===== src/rtl/demo_counter8.sv =====
// Enabled up-counter with programmable terminal value,
// combinational terminal count and saturating wrap counter.
module demo_counter8 #(
  parameter int WIDTH = 8,
  parameter int unsigned MAX_VAL = (1 << WIDTH) - 1
) (
  input  logic             Clk,
  input  logic             Rst,
  input  logic             En,
  output logic [WIDTH-1:0] Count,
  output logic             Tc,
  output logic [WIDTH-1:0] Wraps
);

  localparam logic [WIDTH-1:0] MAX_W = WIDTH'(MAX_VAL);

  logic at_max;
  logic wraps_full;

  assign at_max     = (Count == MAX_W);
  assign wraps_full = (Wraps == {WIDTH{1'b1}});
  assign Tc         = En & at_max;

  always_ff @(posedge Clk or posedge Rst) begin
    if (Rst) begin
      Count <= '0;
    end else if (En) begin
      if (at_max) Count <= '0;
      else        Count <= Count + 1'b1;
    end
  end

  // Wrap counter sticks at all-ones instead of rolling over
  always_ff @(posedge Clk or posedge Rst) begin
    if (Rst) begin
      Wraps <= '0;
    end else if (Tc && !wraps_full) begin
      Wraps <= Wraps + 1'b1;
    end
  end

endmodule


===== config.mk =====
export PLATFORM = sky130hd
export DESIGN_NAME = demo_counter8
export DESIGN_NICKNAME = d
export VERILOG_FILES = /design/src/rtl/demo_counter8.sv
export SDC_FILE = /design/constraint.sdc
export NUM_CORES = 1
export LEC_CHECK = 0
export CAP_MARGIN = 20
export CELL_PAD_IN_SITES_DETAIL_PLACEMENT = 0
export CELL_PAD_IN_SITES_GLOBAL_PLACEMENT = 1
export CORE_AREA = 2 2 62 64
export CTS_CLUSTER_SIZE = 12
export DETAILED_ROUTE_END_ITERATION = 6
export DIE_AREA = 0 0 64 66
export DONT_BUFFER_PORTS = 1
export GPL_ROUTABILITY_DRIVEN = 1
export GPL_TIMING_DRIVEN = 0
export PLACE_DENSITY = 0.48
export SYNTH_ARGS = -nofsm -noshare
export SYNTH_HDL_FRONTEND = slang
export SYNTH_SLANG_ARGS = --single-unit

===== constraint.sdc =====
create_clock -name Clk -period 3.47 [get_ports Clk]
set_input_delay 0.347 -clock Clk [delete_from_list [all_inputs] [get_ports Clk]]
set_output_delay 0.347 -clock Clk [all_outputs]
set_load 0.005 [all_outputs]

==> results of run 1 <==
-- per-stage QoR --
stage          utilization [%]  hold slack (ns)  total power [W]  std cells
6_report                  25.2          0.00791         0.000521        122
5_1_grt                   25.2           0.0584         0.000562        122
4_1_cts                   25.2           0.0361         0.000531        122
3_5_place_dp              24.1            0.367         0.000400        118
3_3_place_gp              24.1            0.366         0.000400        118
2_1_floorplan                -            0.261         0.000366         70
-- state kept, by name, indices dropped and copies added, names as in the netlist --
signal / cells
Count: 8
Wraps: 8
-- cells by family after synthesis --
family | count (synthesis)
adders and majority gates | 2
and+or+nand+nor | 29
muxes | 3
xor gates and xnor gates | 11
buffers and inverters | 3
DFF | 16
AOI/OAI and AO/OA | 6
-- final cells by class --
cell class / count / area [µm²] / area share, %
Clock buffer: 4 / 36.3 / 4.06
Sequential cell: 16 / 400 / 44.8
Tap cell: 48 / 60.1 / 6.72
Buffer: 2 / 10.0 / 1.12
Multi-Input combinational cell: 51 / 383 / 42.9
Inverter: 1 / 3.75 / 0.420
-- layout by cell type, fill, tap and decap left out, drive strengths merged --
cell    count
xnor2       4
o31ai       2
ha          2
buf         2
and3        1
clkbuf      4
nor3b       1
nor4        2
o21ai       2
inv         1
a32oi       1
xor2        7
a21oi       1
nor2        4
nand3       5
nand4       5
or3         1
and4        1
nand2       5
dfrtp      16
nor3        3
nand2b      1
mux2        3
-- layer usage --
metal	routed length (µm)	up-vias	part of all wire, %	track usage, %
li1	-	260	-	-
met1	738	254	44	11.1
met2	782	17	47	13.5
met3	131	2	7.9	5.11
met4	13	0	0.78	1.63
met5	0	-	0	0
-- power by group --
| part | internal, W | switching (W) |
|---|---|---|
| Combinational | 0.0000472 | 0.0000453 |
| Sequential | 0.000226 | 0.0000760 |
| Clock | 0.0000639 | 0.0000629 |
-- path summary, 6_finish.rpt --
check / startpoint / to / slack [ns]
worst min register to register: Wraps[5] / Wraps[5] / 0.53
min in group Clk: En / Count[2] / 0.38
worst min-delay path: Rst / Wraps[7] / 0.008
worst max-delay path: Count[0] / Tc / 1.39
max in group asynchronous: Rst / Count[6] / 3.06
worst max register to register: Count[0] / Wraps[6] / 1.40
-- critical path, delay by kind of cell, from the launching register on --
family	cells	cell delay, ns
adders and majority gates	1	0.32
and+or+nand+nor	2	0.61
DFF	1	0.51
==> impl_metrics.json, run 1 <==
{
  "placed_area_um2": 857,
  "cts.sinks": 16,
  "synth-main-ff-cell": "dfrtp_1",
  "clk_path_buf_depth": 2,
  "worst_slew_pin_slew_ns": 0.623,
  "fin_crit_ns": 2.08,
  "fin_skew_ns": 0.00716,
  "startpoint_type": "flop",
  "preCtsSetupSlack_ns": 1.36,
  "worst_skew_pair.late_latency_ns": 0.29,
  "synth_top_family_by_area": "simple AND/OR/NAND/NOR gates",
  "synth-edff-count": 0,
  "relSlewSlack_pct": 58.4,
  "synthCells": 70,
  "fin_crit_sh_pct": 59.9,
  "path_class": "reg2out",
  "ios": 20,
  "synth.most_common_cell": "dfrtp_1",
  "final_area_um2": 893,
  "final_nets": 80,
  "start_util_pct": 22.4,
  "die_w_um": 64,
  "p_per_area_nw_per_um2": 583,
  "hpwl_um": 1220,
  "cts_max_level": 1,
  "yosys.area.top_type_share_pct": 50.2,
  "cts_resized": 0,
  "grt_pass1_wl_um": 2840,
  "first_pass_iters": 4,
  "clock.fmax_mhz": 481,
  "cts_hold_buf": 0,
  "worstHoldPathType": "in2async",
  "drive_above_1_share_pct": 17.6,
  "drt_wl_total_um": 1670,
  "postRouteAntennaNets": 0,
  "crit_chain": "ha_1, nand2_1, nor3_1",
  "numPortBuffers": 0,
  "grt_max_degree": 17,
  "cap_violations": 0,
  "synth-xor-area-share_pct": 12.1,
  "max_stage_delay_ns": 0.52,
  "antenna_found_initial": 0,
  "routabilityCongestion": 0.711,
  "ys_ff_latch": 16,
  "totalNegativeSetupSlack_ns": 0,
  "ir_worst_vdd_mv": 0.283,
  "yosysTopAreaCell": "dfrtp_1",
  "power_leakage_nw": 0.390,
  "drc": 0,
  "die-area_um2": 4220,
  "critPathMaxFanout": 7,
  "grt_overflow": 0,
  "post_cts_buffers": 0,
  "core_area_um2": 3550,
  "reg2reg_depth": 5,
  "ys_warn_count": 0,
  "grt_pass1_vias": 567,
  "setup_viol": 0,
  "yosys.area_share.simple_pct": 23.7,
  "cts.clk_slew.worst_paths_ns": 0.10,
  "synth_compound_area_share_pct": 4.87,
  "fill_cells": 380,
  "cp.arrival_ns": 1.73,
  "rows": 22,
  "rsz0062_at_grt": "no",
  "ys_async_sr_fraction_pct": 100,
  "numCtsBuffers": 3,
  "synth_common_cells": "dfrtp_1 (16), xor2_1 (7), nand2_1 (5), nand3_1 (5)",
  "seq_area_frac_synth_pct": 50.2,
  "routedWlPerCell_um": 13.7,
  "areaGrowthSynthToFinish_pct": 12.1,
  "syn_nets": 75,
  "crit_path_end_kind": "output pin",
  "tritoncts": "done",
  "hold_viol_final": 0,
  "synthAdderAreaFrac_pct": 3.14,
  "first_iter_violations": 31,
  "status": "finished clean",
  "yosys-top-cells-area": "dfrtp_1 (50%), xor2_1 (7.7%), xnor2_1 (4.4%)",
  "maxSlewViolCount": 0,
  "vias": 533,
  "vias_per_cell": 4.37,
  "diodes": 0,
  "cp_slowest_cell": "nor3_1",
  "synth_area_um2": 797,
  "syn_avg_cell_area_um2": 11.4,
  "setup_slack_ns": 1.39,
  "synth_cell_types": 26,
  "cp.required_ns": 3.12,
  "synth_mux_area_share_pct": 4.24,
  "die_y_um": 66,
  "grtUsageTotal_pct": 8.94,
  "cts_root_buf": "clkbuf_4"
}
No activity file was read; power rests on OpenSTA's default activity.
==> run 2: changes to the inputs <==
Clock period 3.47 ns to 2.1 ns, I/O delays scaled along.
==> impl_metrics.json, run 2 (synthesized netlist as in run 1, its figures left out) <==
{
  "status": "finished clean",
  "startpoint_type": "flop",
  "layout_commonest_cell": "dfrtp_1",
  "die-area_um2": 4220,
  "regArea_um2": 402,
  "hp-start": "En",
  "final_nets": 81,
  "clock.fmax_mhz": 509,
  "fin_crit_sh_pct": 93.6,
  "critPathMaxFanout": 7,
  "cp.required_ns": 2.28,
  "largestRegisters": "Count: 8 flops, Wraps: 8 flops",
  "setup_viol": 0,
  "cp_slowest_cell": "dfrtp_1",
  "cts.clk_slew.worst_paths_ns": 0.10,
  "vias": 548,
  "crit_path_end_kind": "flop",
  "final_area_um2": 912,
  "r2r-end": "Wraps[1]",
  "crit_chain": "ha_2, nand2_1, or3_1, buf_2, nor2_2, mux2_1",
  "power_w": 0.000870,
  "grt_pass1_vias": 572,
  "path_class": "reg2reg",
  "first_pass_iters": 4,
  "ios": 20,
  "final_cell_mix": "dfrtp_1 (15), xor2_1 (7), nand3_1 (5), nand2_1 (5)",
  "routabilityCongestion": 0.711,
  "grtUsageTotal_pct": 8.98,
  "drive_above_1_share_pct": 21.3,
  "critPathBufInv": 1,
  "vias_per_cell": 4.46,
  "totalNegativeSetupSlack_ns": 0,
  "antenna_found_initial": 0,
  "cp-startpoint": "Count[1]",
  "first_iter_violations": 26,
  "worstHoldPathType": "in2reg",
  "worst_slew_pin_slew_ns": 0.622,
  "reg2reg_depth": 6,
  "core_area_um2": 3550,
  "fin_skew_ns": 0.00675,
  "worst_skew_pair.late_latency_ns": 0.29,
  "postRouteAntennaNets": 0,
  "die_y_um": 66,
  "cts_root_buf": "clkbuf_4",
  "areaGrowthSynthToFinish_pct": 14.4,
  "grt_max_degree": 17,
  "endpoint": "Wraps[1]",
  "cts.sinks": 16,
  "p_per_area_nw_per_um2": 954,
  "start_util_pct": 22.4,
  "numCtsBuffers": 3,
  "max_stage_delay_ns": 0.49,
  "ir_worst_vdd_mv": 0.481,
  "min_path_cells": 3,
  "grt_pass1_wl_um": 2860,
  "numPortBuffers": 0,
  "fin_crit_ns": 1.97,
  "hold_viol_final": 0,
  "hpwl_um": 1220,
  "rsz0062_at_grt": "no",
  "clk_path_buf_depth": 2,
  "rows": 22,
  "power_leakage_nw": 0.391,
  "fill_cells": 376,
  "cp_top_family": "simple AND/OR/NAND/NOR gates",
  "post_cts_buffers": 0,
  "reg2reg_slack_ns": 0.13,
  "routedWlPerCell_um": 13.7,
  "cp.arrival_ns": 2.15,
  "drt_wl_total_um": 1680,
  "tritoncts": "done",
  "r2r_start": "Count[1]",
  "placed_area_um2": 857,
  "die_w_um": 64,
  "cap_violations": 0,
  "fin_util_pct": 25.7,
  "diodes": 0,
  "cts_max_level": 1,
  "multi_input_area_um2": 390,
  "drc": 0,
  "grt_overflow": 0,
  "cp.depth": 6,
  "maxSlewViolCount": 0,
  "relSlewSlack_pct": 58.5
}
==> run 2: changes by cell type in the layout (fill, tap and decap cells not counted), sizes merged <==
cell	delta
dlygate4sd3	+1
==> run 2: layer usage <==
layer,wire [µm],vias up,GRT usage (%),share of wire (%)
met1,738,263,11.1,44
li1,-,265,-,-
met4,13,0,1.63,0.77
met5,0,-,0,0
met2,794,18,13.7,47
met3,134,2,5.11,8.0
==> run 2: final cells by class <==
type                    count  area share, %
plain buffers               2           1.10
flip-flops and latches     16           44.0
repair buffers              1           1.10
inverters                   1          0.412
well taps                  48           6.58
multi-input cells          51           42.8
clock buffers               4           3.98
==> run 2: what timing repair did <==
item / CTS / global route
hold buffers: 1 / 0
setup endpoints to repair: 1 / 3
hold endpoints to repair: 16 / 0
gates resized for setup: 1 / 2
==> run 2: worst min path at each step <==
stage	slack (ns)	to
after CTS	0.24	Count[2]
after global placement	0.23	Count[4]
after detailed placement	0.23	Count[4]
after global routing	0.27	Count[2]
after floorplan	0.12	Count[0]
final	0.24	Count[2]
==> run 2: worst min-delay path, stage by stage <==
cell and delay, ns:
buf_2 0.15, nand2_1 0.08, xnor2_1 0.06
==> run 2: where the power goes <==
group	leakage [nW]	switching [W]	internal [W]
clock	0.0210	0.000104	0.000106
combinational	0.159	0.0000763	0.0000824
sequential	0.211	0.000126	0.000375
==> run 2: through the flow <==
stage	hold WS [ns]	std cells	setup slack [ns]
2_1_floorplan	0.124	70	0.277
3_5_place_dp	0.230	118	-0.0123
4_1_cts	0.236	123	0.0637
6_report	0.239	123	0.134
5_1_grt	0.272	123	0.0194
3_3_place_gp	0.229	118	-0.0130
